File: src/rtl/bcd_serial_sub.sv
// Digit-serial BCD subtractor: A - B, one decimal digit per clock, LSD first.
// Negative results come back in ten's-complement form with borrow set.
module bcd_serial_sub #(
  parameter int DIGITS = 4
) (
  input  logic                  clk,
  input  logic                  reset,
  input  logic                  start,
  input  logic [4*DIGITS-1:0]   a,
  input  logic [4*DIGITS-1:0]   b,
  output logic                  busy,
  output logic                  done,
  output logic [4*DIGITS-1:0]   diff,
  output logic                  borrow,
  output logic                  err
);

  localparam int W  = 4 * DIGITS;
  localparam int CW = (DIGITS > 1) ? $clog2(DIGITS) : 1;

  localparam logic [1:0] S_IDLE = 2'd0;
  localparam logic [1:0] S_RUN  = 2'd1;
  localparam logic [1:0] S_DONE = 2'd2;

  logic [1:0]    state_q, state_d;
  logic [CW-1:0] cnt_q, cnt_d;
  logic [W-1:0]  a_q, a_d;
  logic [W-1:0]  b_q, b_d;
  logic          brw_q, brw_d;
  logic [W-1:0]  diff_q, diff_d;
  logic          borrow_q, borrow_d;
  logic          err_q, err_d;

  logic          bad_in;
  logic [4:0]    t;
  logic [3:0]    dig;
  logic          last;
  logic [W-1:0]  shifted;

  // Flag any operand digit above 9 at the moment of capture
  always_comb begin
    bad_in = 1'b0;
    for (int i = 0; i < DIGITS; i++) begin
      if (a[4*i +: 4] > 4'd9) bad_in = 1'b1;
      if (b[4*i +: 4] > 4'd9) bad_in = 1'b1;
    end
  end

  // One digit of subtraction; 5-bit wrap makes t[4] the sign
  always_comb begin
    t = {1'b0, a_q[3:0]} - {1'b0, b_q[3:0]} - {4'b0, brw_q};
    dig = t[4] ? (t[3:0] + 4'd10) : t[3:0];
    last = (cnt_q == CW'(DIGITS - 1));
    shifted = (diff_q >> 4) | (W'(dig) << (W - 4));
  end

  // Control sequencing and datapath next-state
  always_comb begin
    state_d  = state_q;
    cnt_d    = cnt_q;
    a_d      = a_q;
    b_d      = b_q;
    brw_d    = brw_q;
    diff_d   = diff_q;
    borrow_d = borrow_q;
    err_d    = err_q;
    case (state_q)
      S_IDLE: begin
        if (start) begin
          state_d = S_RUN;
          a_d     = a;
          b_d     = b;
          brw_d   = 1'b0;
          cnt_d   = '0;
          err_d   = bad_in;
        end
      end
      S_RUN: begin
        a_d    = a_q >> 4;
        b_d    = b_q >> 4;
        brw_d  = t[4];
        diff_d = shifted;
        cnt_d  = cnt_q + CW'(1);
        if (last) begin
          state_d  = S_DONE;
          borrow_d = err_q ? 1'b0 : t[4];
          diff_d   = err_q ? '0 : shifted;
        end
      end
      S_DONE: state_d = S_IDLE;
      default: state_d = S_IDLE;
    endcase
  end

  // State registers with synchronous reset
  always_ff @(posedge clk) begin
    if (reset) begin
      state_q  <= S_IDLE;
      cnt_q    <= '0;
      a_q      <= '0;
      b_q      <= '0;
      brw_q    <= 1'b0;
      diff_q   <= '0;
      borrow_q <= 1'b0;
      err_q    <= 1'b0;
    end else begin
      state_q  <= state_d;
      cnt_q    <= cnt_d;
      a_q      <= a_d;
      b_q      <= b_d;
      brw_q    <= brw_d;
      diff_q   <= diff_d;
      borrow_q <= borrow_d;
      err_q    <= err_d;
    end
  end

  assign busy   = (state_q == S_RUN);
  assign done   = (state_q == S_DONE);
  assign diff   = diff_q;
  assign borrow = borrow_q;
  assign err    = err_q;

endmodule
File: config.mk
export PLATFORM = sky130hd
export DESIGN_NAME = bcd_serial_sub
export DESIGN_NICKNAME = d
export VERILOG_FILES = /design/src/rtl/bcd_serial_sub.sv
export SDC_FILE = /design/constraint.sdc
export NUM_CORES = 1
export LEC_CHECK = 0
export BUFFER_PORTS_ARGS = -buffer_cell sky130_fd_sc_hd__buf_2
export CAP_MARGIN = 10
export CORE_ASPECT_RATIO = 1.75
export CORE_MARGIN = 2
export CORE_UTILIZATION = 28
export CTS_BUF_LIST = sky130_fd_sc_hd__clkbuf_8
export CTS_CLUSTER_SIZE = 16
export DETAILED_ROUTE_END_ITERATION = 10
export PLACE_DENSITY = 0.53
export SYNTH_ARGS = -nofsm -noshare
export SYNTH_HDL_FRONTEND = slang
export SYNTH_SLANG_ARGS = --single-unit
File: constraint.sdc
create_clock -name clk -period 2.1 [get_ports clk]
set_clock_uncertainty 0.05 [all_clocks]
set_input_delay 0.315 -clock clk [delete_from_list [all_inputs] [get_ports clk]]
set_output_delay 0.315 -clock clk [all_outputs]
set_load 0.1 [all_outputs]
Yosys cells after proc, flatten, opt, wreduce, memory -nomap -nowiden
Cells that the tools add are included.
{ "totals": {"ff_bits": 55, "output_inout_bits": 20} }
{ "op_classes": {"n_bitwise": 1, "n_eq_ne": 5, "n_reduce_logical": 6, "n_mux": 23, "n_lt_le_gt_ge": 8, "n_addsub": 4} }
{ "op_table": {"columns": ["cell", "n"], "rows": [
  ["16-bit 2-to-1 mux", 4],
  ["16-bit one-hot mux with 2 select lines", 2],
  ["4-bit > comparator, second input constant", 8],
  ["12-bit by 16-bit OR with 16-bit output", 1],
  ["1-bit 2-to-1 mux", 10],
  ["2-bit one-hot mux with 2 select lines", 2],
  ["2-bit AND reduction", 4],
  ["2-bit 2-to-1 mux", 3],
  ["4-bit by 4-bit subtractor with 5-bit output", 1],
  ["5-bit by 1-bit subtractor with 5-bit output", 1],
  ["4-bit adder, second input constant", 1],
  ["2-bit equality test, second input constant", 2],
  ["4-bit 2-to-1 mux", 1],
  ["2-bit by 1-bit adder with 2-bit output, second input constant", 1],
  ["2-bit by 1-bit equality test with 1-bit output, second input constant", 1],
  ["2-bit logical NOT", 1],
  ["2-bit by 1-bit != test with 1-bit output, second input constant", 1],
  ["2-bit != test, second input constant", 1],
  ["1-bit one-hot mux with 2 select lines", 1],
  ["2-bit nonzero test", 1]
]} }

Logic depth before layout (Yosys ltp)
{ "logic_depth": {"word_depth": 9, "ltp_mapped": 9} }

Worst setup path before layout
No wires, ideal clock.
{ "synth_timing": {"path_kind": "reg2reg", "from": "register b_q[0]", "to": "register borrow_q, in the netlist borrow", "n_path_buf": 0, "path_stages_with_launch": 9, "setup_slack_ps": -57, "setup_ps": 70, "required_time_ps": 1980, "arrival_time_ps": 2037, "period_less_slack_ps": 2157, "path_cell_list": "dfxtp_1 -> inv_1 -> fa_1 -> fa_1 -> nand2b_1 -> a21oi_2 -> xnor2_2 -> or3_1 -> a21oi_1"} }
{ "synth_between": {"elab_chain_len": 3} }
{ "synth_lines": {"columns": ["item", "line_no", "rtl"], "rows": [
  ["from (decl)", "28", "logic [W-1:0] b_q, b_d;"],
  ["from (signal assigned)", "101", "b_q <= '0;"],
  ["from (signal assigned)", "110", "b_q <= b_d;"],
  ["4-bit by 4-bit subtractor with 5-bit output", "51", "t = {1'b0, a_q[3:0]} - {1'b0, b_q[3:0]} - {4'b0, brw_q};"],
  ["5-bit by 1-bit subtractor with 5-bit output", "51", null],
  ["1-bit 2-to-1 mux", "86", "borrow_d = err_q ? 1'b0 : t[4];"],
  ["to (signal assigned)", "113", "borrow_q <= borrow_d;"],
  ["to (decl)", "31", "logic borrow_q, borrow_d;"]
]} }
No other way between the ends.
A chain may end at the register's enable or synchronous reset.

Worst setup path in the final report
Ends and elaborated chain as after synthesis.

==> impl_metrics.ini <==
[clocking]
numCtsBuffers = 5
cts_tree = yes
clk_latency_ns = 0.31
clkSinkCount = 55
htreeDepth = 2
ctsHoldBuffers = 0
root_buffer = clkbuf_8
cts_buffer_depth = 2
clk_pin_slew_ns = 0.10

[final_layout]
diodes = 0
synthToLayoutAreaGrowth_pct = 23.4
fin_area_sq_um = 3010
drive_above_1_share_pct = 25.4
final_util_pct = 35.2
nNetsFinal = 382

[synth]
ys_ff_latch = 55
synth-edff-count = 0
syn_nets = 334
syn_avg_cell_area_sq_um = 8.44
synth.distinct_cells = 31
syn_inst = 289
syn_area_sq_um = 2440
synth.top_cells.by_count = nor2_1 (57), dfxtp_1 (55), nand2_1 (52)
synth.area.top_cells = dfxtp_1 (45%), nor2_1 (8.8%), a311oi_1 (8.6%), nand2_1 (8.0%), a22oi_1 (6.8%)
ys_seq_area_share_pct = 45.1
synth_largest_area_cell = dfxtp_1
yosysMostFrequentCell = nor2_1
synthArstFlopShare_pct = 0
ys_warn_count = 0
ys.flop_type = dfxtp_1
synth_top_area_share_pct = 45.1

[drt]
drt_wl_total_mm = 6.21
dr.pass1.iters = 4
wl_per_cell_um = 13.6
drc = 0
drtAntennaViolNets = 0
first_iter_violations = 99
vias_per_cell = 4.86
via_count = 2212

[timing]
worst_pin_slew_ns = 0.503
max_slew_margin_pct = 66.7
fin_crit_sh_pct = 102
fin_ws_ns = -0.0405
finalMaxSlewViolations = 0
setup_viol = 2
finalCriticalPeriod_ns = 2.14
max_freq_mhz = 467
hold_viol = 0
rsz0062_at_grt = true

[flow_run]
maxCapViolations = 0

[worst_hold_path]
holdPathStages = 3
hp-start = b[12]
min_path_type = input port to register
hold_end = b_q[12]

[setup_path]
r2r_end = borrow
worstSetupPathDepth = 8
cp_data_arrival_time_ns = 2.34
critPathBufInv = 1
ff2ff_path_depth = 8
start_kind = register
endpoint_kind = register
rr_startpoint = b_q[0]
critical_path_class = register to register
path_max_fanout = 6
r2r_slack_ns = -0.04
cp.required_ns = 2.30
cp_common_cell = fa_2
crit_path_max_incr_delay_ns = 0.38
crit_chain = inv_2, fa_2, fa_2, nand2b_4, a21oi_4, xnor2_4, or3_1, a21oi_1
critPathTopFamily = adder cells
slowest_stage = fa_2

[power]
p_per_area_nw_per_um2 = 872
ir_worst_vdd_mv = 0.340
total_power_mw = 2.63
p_leak_nw = 1.27

[global_routing]
grt_use_total_pct = 13.9
grt_max_degree = 50
grt_pass1_wl_mm = 10.1
grt_pass1_vias = 2082
overflow = 0
antenna_found_initial = 0

[placed_design]
place_area_sq_um = 2830
globalplace.congestion = 0.756
placement.io_buffers = 54
dp_hpwl_mm = 4.46

[floorplanning]
num_io_pins = 55
dieArea_sq_um = 9510
die_y_um = 127
core_area_sq_um = 8560
die_w_um = 74.6
placementRows = 45
initial_core_util_pct = 28.5

[outcome]
violations = setup timing
status = finished, violations left
==> logic make-up after synthesis <==
| logic type | Yosys count | share of synthesized area [%] |
|---|---|---|
| adders and majority gates | 10 | 5.74 |
| AOI/OAI and AO/OA | 65 | 20.3 |
| buffers and inverters | 31 | 6.26 |
| DFF | 55 | 45.1 |
| xor gates and xnor gates | 6 | 2.46 |
| and+or+nand+nor | 122 | 20.2 |
==> per-stage QoR <==
step	hold WS, ns	setup WS (ns)	std cells	setup TNS (ns)
2_1_floorplan	0.391	0.00236	289	0
4_1_cts	0.198	-0.0644	455	-0.152
6_report	0.207	-0.0405	455	-0.0559
3_5_place_dp	0.419	-0.127	446	-0.282
3_3_place_gp	0.412	-0.0791	446	-0.0834
5_1_grt	0.212	-0.107	455	-0.353
==> sequential cells by signal, indices dropped and copies added, names as in the netlist <==
register	cells
borrow	1
a_q	16
state_q	2
brw_q	1
cnt_q	2
err	1
b_q	16
diff	16
==> worst max path at each step <==
stage / from / endpoint / slack (ns)
floorplan: b_q[0] / borrow / 0.002
global placement: b_q[0] / borrow / -0.08
detailed placement: b_q[0] / borrow / -0.13
CTS: brw_q / borrow / -0.06
global route: b_q[0] / borrow / -0.11
finish: b_q[0] / borrow / -0.04
==> placed cells by master (no fill, tap or decap), types with 2 or more instances in the layout <==
master     n
a211oi_1   2
a311oi_1  24
nand3_1    2
buf_2     53
a22oi_1   22
ha_1       8
fa_2       2
nor2_1    56
xor2_1     4
buf_12     2
dfxtp_2    3
buf_4      6
nand4_1    2
nand3b_1   2
clkbuf_8   6
inv_1      8
o21ai_0    9
nand2_1   52
a21oi_1    2
dfxtp_1   52
==> where the power goes <==
| group | total (mW) | internal [mW] | switching (mW) |
|---|---|---|---|
| registers | 1.18 | 1.12 | 0.0518 |
| clock network | 0.737 | 0.393 | 0.344 |
| logic | 0.714 | 0.243 | 0.471 |
==> metal layers <==
metal | part of all wire [%] | vias to the layer above | wire [um] | global-route usage (%)
met3 | 3.8 | 10 | 233 | 2.37
met1 | 42 | 1058 | 2580 | 16.1
met2 | 53 | 47 | 3260 | 24.5
li1 | - | 1097 | - | -
met5 | 0 | - | 0 | 0
met4 | 2.1 | 0 | 131 | 5.57
==> worst reg2reg max path, cell delays in order (launching register included) <==
cell,delay [ns]
dfxtp_2,0.34
inv_2,0.04
fa_2,0.38
fa_2,0.37
nand2b_4,0.17
a21oi_4,0.18
xnor2_4,0.12
or3_1,0.32
a21oi_1,0.13
==> final cells by class <==
cell class              instances  area (sq um)
multi-input cells             203          1240
clock buffers                   6          82.6
well taps                     117           146
clock inverters                 2          38.8
inverters                      10          40.0
repair buffers                 62           362
flip-flops and latches         55          1100
fillers                       962          5550
==> timing repair <==
action | in CTS | in global routing
setup buffers | 1 | 0
pin swaps | 7 | 7
resized for setup | 6 | 6
setup endpoints to repair | 5 | 5
(Power assumes the default switching activity.)
